### config.mk
export PLATFORM = sky130hd
export DESIGN_NAME = fetch_unit
export DESIGN_NICKNAME = d
export VERILOG_FILES = /design/src/rtl/cpu_pkg.sv /design/src/rtl/fetch_fifo.sv /design/src/rtl/fetch_unit.sv
export SDC_FILE = /design/constraint.sdc
export NUM_CORES = 1
export LEC_CHECK = 0
export CORE_MARGIN = 10
export CORE_UTILIZATION = 30
export CTS_CLUSTER_SIZE = 12
export DETAILED_ROUTE_END_ITERATION = 16
export GPL_TIMING_DRIVEN = 0
export PLACE_DENSITY = 0.59
export SLEW_MARGIN = 20
export SYNTH_ARGS = -nofsm -noshare
export SYNTH_HDL_FRONTEND = slang
export SYNTH_SLANG_ARGS = --single-unit
export TNS_END_PERCENT = 100
### constraint.sdc
create_clock -name clk -period 3.56 [get_ports clk]
set_input_delay 0.712 -clock clk [delete_from_list [all_inputs] [get_ports clk]]
set_output_delay 0.712 -clock clk [all_outputs]
set_load 0.05 [all_outputs]
### src/rtl/cpu_pkg.sv
// Shared CPU definitions: datapath widths, redirect-source encoding, and a
// helper for sizing occupancy counters.
package cpu_pkg;

  localparam int ADDR_W  = 19;
  localparam int INSTR_W = 32;

  // Control-flow redirect source, as reported by decode.
  typedef enum logic [1:0] {
    REDIR_BRANCH = 2'd0,
    REDIR_JUMP   = 2'd1,
    REDIR_CALL   = 2'd2,
    REDIR_RET    = 2'd3
  } redir_src_e;

  // Width of a counter that must represent 0..depth inclusive.
  function automatic int cnt_w(input int depth);
    return $clog2(depth) + 1;
  endfunction

endpackage

### src/rtl/fetch_fifo.sv
// Small synchronous FIFO with a flush.
// DEPTH must be a power of two so the pointers wrap naturally.
module fetch_fifo #(
  parameter int WIDTH = 8,
  parameter int DEPTH = 2
) (
  input  logic                   clk,
  input  logic                   reset,
  input  logic                   push,
  input  logic [WIDTH-1:0]       push_data,
  input  logic                   pop,
  input  logic                   flush,
  output logic [$clog2(DEPTH):0] count,
  output logic [WIDTH-1:0]       head
);

  localparam int PW = $clog2(DEPTH);
  localparam int CW = PW + 1;

  logic [DEPTH-1:0][WIDTH-1:0] mem_q;
  logic [PW-1:0]               rd_q, wr_q;
  logic [CW-1:0]               cnt_q, cnt_d;
  logic                        do_push, do_pop;

  // Flush wins over everything. A push into a full FIFO is only taken
  // when a pop frees a slot in the same cycle.
  assign do_pop  = pop && (cnt_q != '0) && !flush;
  assign do_push = push && !flush && ((cnt_q != CW'(DEPTH)) || do_pop);
  assign cnt_d   = cnt_q + CW'(do_push) - CW'(do_pop);

  assign count = cnt_q;
  assign head  = mem_q[rd_q];

  // Storage, pointers and occupancy.
  always_ff @(posedge clk) begin
    if (reset) begin
      mem_q <= '0;
      rd_q  <= '0;
      wr_q  <= '0;
      cnt_q <= '0;
    end else if (flush) begin
      rd_q  <= '0;
      wr_q  <= '0;
      cnt_q <= '0;
    end else begin
      if (do_push) begin
        mem_q[wr_q] <= push_data;
        wr_q        <= wr_q + PW'(1);
      end
      if (do_pop) rd_q <= rd_q + PW'(1);
      cnt_q <= cnt_d;
    end
  end

endmodule

### src/rtl/fetch_unit.sv
// Instruction fetch stage. It issues reads at pc, advances the PC on a
// grant, and queues returned instructions with their addresses for decode.
// A redirect flushes the buffer and arranges for in-flight reads to be
// dropped when they return.
module fetch_unit #(
  parameter int ADDR_W    = cpu_pkg::ADDR_W,
  parameter int INSTR_W   = cpu_pkg::INSTR_W,
  parameter int BUF_DEPTH = 2
) (
  input  logic               clk,
  input  logic               reset,
  input  logic [ADDR_W-1:0]  pc,
  input  logic               redirect,
  output logic [ADDR_W-1:0]  pc_next,
  output logic               imem_req,
  output logic [ADDR_W-1:0]  imem_addr,
  input  logic               imem_gnt,
  input  logic               imem_rvalid,
  input  logic [INSTR_W-1:0] imem_rdata,
  output logic               instr_valid,
  output logic [INSTR_W-1:0] instr,
  output logic [ADDR_W-1:0]  instr_pc,
  input  logic               instr_ready
);

  import cpu_pkg::*;

  localparam int CW = cnt_w(BUF_DEPTH);
  localparam int EW = ADDR_W + INSTR_W;

  logic [CW-1:0]     out_q, out_d;
  logic [CW-1:0]     drop_q, drop_d;
  logic [CW-1:0]     aq_count, buf_count;
  logic [ADDR_W-1:0] aq_head;
  logic [EW-1:0]     buf_head;
  logic [CW:0]       credit_used;
  logic              fire, rsp, keep, pop;

  // Credits: every slot is either holding an instruction or reserved for a
  // read in flight, so a response can never find the buffer full.
  assign credit_used = {1'b0, out_q} + {1'b0, buf_count};
  assign imem_req    = !reset && !redirect && (credit_used < (CW+1)'(BUF_DEPTH));
  assign fire        = imem_req && imem_gnt;
  assign imem_addr   = pc;
  assign pc_next     = fire ? pc + ADDR_W'(1) : pc;

  // A response only counts when a read is known to be outstanding; this
  // ignores anything arriving for reads issued before a reset.
  assign rsp  = imem_rvalid && (aq_count != '0);
  assign keep = rsp && !redirect && (drop_q == '0);

  assign instr_valid = (buf_count != '0);
  assign pop         = instr_valid && instr_ready;
  assign instr_pc    = buf_head[EW-1:INSTR_W];
  assign instr       = buf_head[INSTR_W-1:0];

  // After a redirect, every read still in flight is stale.
  always_comb begin
    out_d  = out_q + CW'(fire) - CW'(rsp);
    drop_d = drop_q;
    if (redirect)                  drop_d = out_q - CW'(rsp);
    else if (rsp && drop_q != '0)  drop_d = drop_q - CW'(1);
  end

  // Outstanding-read and drop counters.
  always_ff @(posedge clk) begin
    if (reset) begin
      out_q  <= '0;
      drop_q <= '0;
    end else begin
      out_q  <= out_d;
      drop_q <= drop_d;
    end
  end

  // Addresses of granted reads, popped in order as responses return.
  fetch_fifo #(.WIDTH(ADDR_W), .DEPTH(BUF_DEPTH)) u_addr_q (
    .clk       (clk),
    .reset     (reset),
    .push      (fire),
    .push_data (pc),
    .pop       (rsp),
    .flush     (1'b0),
    .count     (aq_count),
    .head      (aq_head)
  );

  // Instruction buffer feeding decode; the flush also discards a same-cycle pop.
  fetch_fifo #(.WIDTH(EW), .DEPTH(BUF_DEPTH)) u_instr_buf (
    .clk       (clk),
    .reset     (reset),
    .push      (keep),
    .push_data ({aq_head, imem_rdata}),
    .pop       (pop),
    .flush     (redirect),
    .count     (buf_count),
    .head      (buf_head)
  );

endmodule

=== Word-level counts from Yosys, hierarchy flattened ===
Cells that the tools add are included.

* Word-level logic and storage cells: 76
* Register bits: 152
* Output and inout bits: 91

* Order comparisons: 7
* Equality and inequality tests: 2
* Mux-type cells: 13
* Reduce and logical (&&, ||, !) cells: 27
* Add/subtract/negate cells: 14
* Bitwise logic cells: 1

{| class="wikitable"
|+ Operator list
! kind !! number
|-
| $mux 51 || 3
|-
| $bwmux 102 || 1
|-
| $mux 19 || 4
|-
| $demux 51 s1 || 1
|-
| $bwmux 38 || 1
|-
| $add 19x1->19 const B || 1
|-
| $demux 19 s1 || 1
|-
| $logic_and 1x1->1 || 16
|-
| $lt 1x2->1 const B || 4
|-
| $reduce_bool 2->1 || 4
|-
| $sub 2x1->2 || 4
|-
| $add 2x1->2 || 3
|-
| $add 1x1->1 const B || 4
|-
| $mux 2 || 2
|-
| $ne 2x2->1 const B || 2
|-
| $add 2x2->3 || 1
|-
| $lt 3x2->1 const B || 1
|-
| $ge 1x1->1 const B || 2
|-
| $logic_not 1->1 || 2
|-
| $logic_not 2->1 || 1
|-
| $logic_or 1x1->1 || 2
|-
| $reduce_and 2->1 || 1
|-
| $reduce_or 2->1 || 1
|-
| $sub 2x1->2 const B || 1
|-
| $not 1->1 || 1
|}

=== Longest topological paths before layout ===
* Word-level depth: 8
* Mapped depth: 13
* Mapped depth without buffers: 12

=== Modules after synthesis ===
A second synthesis with hierarchy kept.

* Cell total of the unflattened synthesis: 766
* Area, all modules: 7837.5 µm²

{| class="wikitable"
|+ Modules (own cells, without submodules)
! module !! area an instance (µm²) !! cells each !! times used
|-
| fetch_fifo (u_instr_buf) || 4982.3 || 470 || 1
|-
| fetch_fifo (u_addr_q) || 2029.4 || 189 || 1
|-
| fetch_unit || 825.8 || 107 || 1
|}

=== Worst setup path after synthesis ===
Ideal clock, no wire load.

* Path type: register -> output
* Start: register u_instr_buf.cnt_q[0] (netlist: u_instr_buf.count[0])
* End: output pc_next[17]
* Buffers on the path: 1
* Arrival: 2.953 ns
* Setup slack: -0.105 ns
* Stages on the path, launching flop included: 9
* Path through: dfxtp_1 inv_1 nor2_1 fa_1 or4_1 buf_2 nor3_2 nand4_1 xnor2_1

* Longest elaborated chain between the ends: 5

{| class="wikitable"
|+ RTL lines
! item !! RTL line !! RTL
|-
| start: declaration || fetch_fifo.sv:22 || <nowiki>logic [CW-1:0] cnt_q, cnt_d;</nowiki>
|-
| start signal: assignment || fetch_fifo.sv:51 || <nowiki>cnt_q <= cnt_d;</nowiki>
|-
| $add 2x2->3 || fetch_unit.sv:41 || <nowiki>assign credit_used = {1'b0, out_q} + {1'b0, buf_count};</nowiki>
|-
| $lt 3x2->1 || fetch_unit.sv:42 || <nowiki>assign imem_req = !reset && !redirect && (credit_used < (CW+1)'(BUF_DEPTH));</nowiki>
|-
| $logic_and 1x1->1 || fetch_unit.sv:42 ||
|-
| $logic_and 1x1->1 || fetch_unit.sv:43 || <nowiki>assign fire = imem_req && imem_gnt;</nowiki>
|-
| $mux 19 || fetch_unit.sv:45 || <nowiki>assign pc_next = fire ? pc + ADDR_W'(1) : pc;</nowiki>
|-
| end: declaration || fetch_unit.sv:14 || <nowiki>output logic [ADDR_W-1:0] pc_next,</nowiki>
|}

No other way between the ends.

=== Worst setup path after layout ===
* Start: register u_instr_buf.rd_q
* End: output instr_pc[9]

* Longest elaborated chain between the ends: 2

{| class="wikitable"
|+ RTL lines
! item !! RTL line !! RTL
|-
| start: declaration || fetch_fifo.sv:21 || <nowiki>logic [PW-1:0] rd_q, wr_q;</nowiki>
|-
| start signal: assignment || fetch_fifo.sv:50 || <nowiki>if (do_pop) rd_q <= rd_q + PW'(1);</nowiki>
|-
| $mux 51 (not written as such) (2 in series) || fetch_fifo.sv:32 || <nowiki>assign head = mem_q[rd_q];</nowiki>
|-
| end: declaration || fetch_unit.sv:22 || <nowiki>output logic [ADDR_W-1:0] instr_pc,</nowiki>
|}

No other way between the ends. The select of a mux whose other input is x is not followed.

==> results.md <==
* Insertion delay to the later sink of the worst-skew pair at 0.43 ns
* Number of distinct standard cells referenced by the synthesized netlist at 38
* Post-synth top area cell: dfxtp_1
* Core occupancy in the finished layout at 41.86%
* Wire per inst at 16.49 µm
* Iteration-0 DRC count of the detailed router at 299
* FF-to-FF path depth at 12
* Clock sink total at 152
* Max Buffers Root-to-Sink at 2
* Max-slew violation count at 0
* Full die area at 0.02894 mm²
* DR vias at 5,947
* Peak clock frequency supported by timing at 0.2932 GHz
* P_leak at 3.215 nW
* Number of top-level pins at 148
* Status: finished, final reports clean
* Biggest area contributors in the synthesized netlist: dfxtp_1 45%, nand2_1 12%, mux2_2 8.7%
* Unrepaired setup endpoints after global routing: no
* Gp weighted congestion at 0.7683
* Pwr per Cell Area at 519.3 mW/mm²
* Sequential area share after synthesis at 45.00%
* Cell with the most instances on the worst path: clkbuf_1
* Capturing point of the worst reg2reg path: out_q[1]$_SDFF_PP0_
* Area of the core region at 0.02203 mm²
* Total non-filler cell area in the finished layout at 0.009220 mm²
* Worst Hold Depth at 2
* Stage delay of the slowest cell on the critical path at 0.71 ns
* Seq cells post-synth at 152
* Sum of net half-perimeters after detailed placement at 15,150 µm
* Critical Setup Path Class: reg2out
* DRC errors left at 0
* Post-route clock period utilization at 95.81%
* Reg2Reg Launch Point: u_instr_buf.count[0]$_SDFF_PP0_
* Capturing element type of the critical path: primary output
* Path type of the worst min-delay path: reg2reg
* Master of the slowest instance on the critical path: clkdlybuf4s50_1
* Starting utilization of the core area at 30.70%
* EDFF count, synth at 0
* Worst setup timing slack at the placement stage at -0.8298 ns
* Detailed Route WL at 20,710 µm
* ANT cells at 0
* Area share of the largest cell type after synthesis at 45.00%
* Largest fanout on the critical path at 10
* Global-route wire length before repair at 32,660 µm
* Critical path, cell by cell: clkbuf_1 -> clkbuf_1 -> mux2_2 -> clkdlybuf4s50_1
* Layout overhead on the synthesized area at 36.36%
* Leading cell type by number of instances after synthesis: nand2_1
* Die height at 170.1 µm
* Number of nets produced by synthesis at 864
* Count of placed standard cells including taps at 1,224
* Maximum VDD drop at 0.2287 mV
* Register-to-register setup slack at 0.85 ns
* Fraction of final layout cells sized beyond drive strength 1 at 16.50%
* CTS tree: yes
* Yosys Warn Count at 0
* CTS H-tree lvls at 4
* Category of cells accounting for the largest share of critical-path delay: buffers and inverters
* Max-cap violations at 0
* Gate count of the mapped netlist at 799
* Start point of the worst hold path: u_instr_buf.mem_q[79]$_SDFFE_PP0P_
* Number of buffer cells added on primary ports at 145
* Total of hold buffers inserted after clock tree synthesis at 0
* Hold EP: u_instr_buf.mem_q[79]$_SDFFE_PP0P_
* Post-route non-filler standard cell count at 1,256
* Count of nets after finishing at 1,029
* Cell area after placement at 0.008668 mm²
* Number of vias per cell at 4.735
* WP buf/inv at 3
* Max Clock Skew at 0.007186 ns
* Async SR Flop Fraction at 0%
* Nature of the critical path startpoint: register
* Final-report hold violation count at 0
* Clock buffers created by TritonCTS at 17
* Largest net degree at the start of global routing at 17
* Post-layout total power at 4.788 mW
* Netlist area before placement at 0.006761 mm²
* Number of optimization iterations in the first detailed-route pass at 5
* Post-layout minimum cycle time at 3.411 ns
* Required @ worst endpoint at 2.85 ns
* Arrival time reported for the critical path endpoint at 2.70 ns
* Die Wd at 170.1 µm
* Number of global-route vias before repair at 5,982
* Worst-case setup margin in the final layout at 0.1490 ns
* Number of standard-cell rows in the floorplan at 54
* CTS Root Cell: clkbuf_16
* Leading post-synthesis cells by instance count: 210 x nand2_1, 152 x dfxtp_1, 106 x a21oi_1
* Final setup vio count at 0
* Relative slew slack at 48.00%
* Worst Tran Pin Value at 0.7799 ns
* Most instantiated flip-flop cell in the synthesis netlist: dfxtp_1
* Antenna-violating nets left at 0
* Clock-pin slew of the registers on the worst-case setup and hold paths at 0.06 ns
* Remaining Overflow, GRT at 0
* Total global-route track usage at 14.29%
* Number of antenna violations at the first check in global routing at 0
* Per-instance average area after synthesis at 8.462 µm²
[power breakdown]
group	internal, mW	switching (mW)	total, mW	leakage (nW)
Sequential	1.82	0.0605	1.88	1.23
Clock	0.972	0.683	1.65	0.274
Combinational	0.471	0.785	1.26	1.71
[per-stage QoR]
step | hold WS [ns] | setup TNS [ns]
after floorplan | 0.4329 | 0
final | 0.4507 | 0
after global routing | 0.4697 | 0
after global placement | 0.4380 | -13.22
after CTS | 0.4509 | -0.01122
after detailed placement | 0.4428 | -13.19
[flip-flops by register name (all words and copies together) (netlist names)]
| register | count |
|---|---|
| u_addr_q.wr_q | 1 |
| drop_q | 2 |
| u_instr_buf.wr_q | 1 |
| u_addr_q.count | 2 |
| u_addr_q.mem_q | 38 |
| u_instr_buf.mem_q | 102 |
| u_instr_buf.rd_q | 1 |
| u_addr_q.rd_q | 1 |
| u_instr_buf.count | 2 |
| out_q | 2 |
[metal layers]
metal	part of all wire [%]	track usage [%]
met1	47	18.44
met2	44	22.12
met3	8.3	5.322
met4	0.77	3.432
met5	0	0
[worst min-delay path, stage by stage (launching register included)]
cell	delay, ns
dfxtp_1	0.30
nand2_1	0.05
a21oi_1	0.05
[final cells by class]
cell class	count	area, µm²
plain buffers	73	371.6
fillers	2253	12810
clock buffers	23	498.0
flip-flops and latches	152	3045
inverters	11	41.29
multi-input cells	561	3436
clock inverters	8	46.29
repair buffers	148	1431
well taps	280	350.3
[cells by family (layout without fill, tap and decap cells)]
family	after synthesis	after routing	synth area share, %
compound gates	148	148	12.43
xor+xnor	30	30	3.886
fa+ha+maj	8	8	1.591
buf+inv	86	263	6.181
flops	152	152	45.00
mux	72	72	11.62
simple gates	303	303	19.28
[worst max-delay path by stage]
stage                                          startpoint          end  slack, ns  cells past startpoint
after floorplan           u_instr_buf.count[0]$_SDFF_PP0_   pc_next[4]      0.006                      8
after global placement                           redirect  pc_next[17]      -0.83                      7
after detailed placement                         redirect  pc_next[17]      -0.83                      7
after global routing      u_instr_buf.count[1]$_SDFF_PP0_  pc_next[17]     0.0009                      7
after CTS                 u_instr_buf.count[0]$_SDFF_PP0_  pc_next[17]      -0.01                     10
final                       u_instr_buf.rd_q$_SDFFE_PP0P_  instr_pc[9]       0.15                      4
[cells in the final DEF, fill, tap and decap left out, drive strengths merged, types with 6 or more instances in the layout]
master,Yosys,layout
buf,23,44
nor2,45,45
nand4,8,8
a211oi,38,38
xnor2,24,24
nand2,210,210
a21oi,106,106
ha,7,7
xor2,6,6
mux2i,20,20
inv,11,11
nand3,11,11
dfxtp,152,152
clkinv,0,7
clkbuf,52,74
nor3,6,6
mux2,52,52
clkdlybuf4s50,0,125
[timing repair]
action | CTS | global route
cloned | 0 | 0
setup buffers | 3 | 0
endpoints found under the setup margin | 20 | 33
resized for setup | 124 | 8
pin swaps | 6 | 4
(Power assumes the default switching activity.)
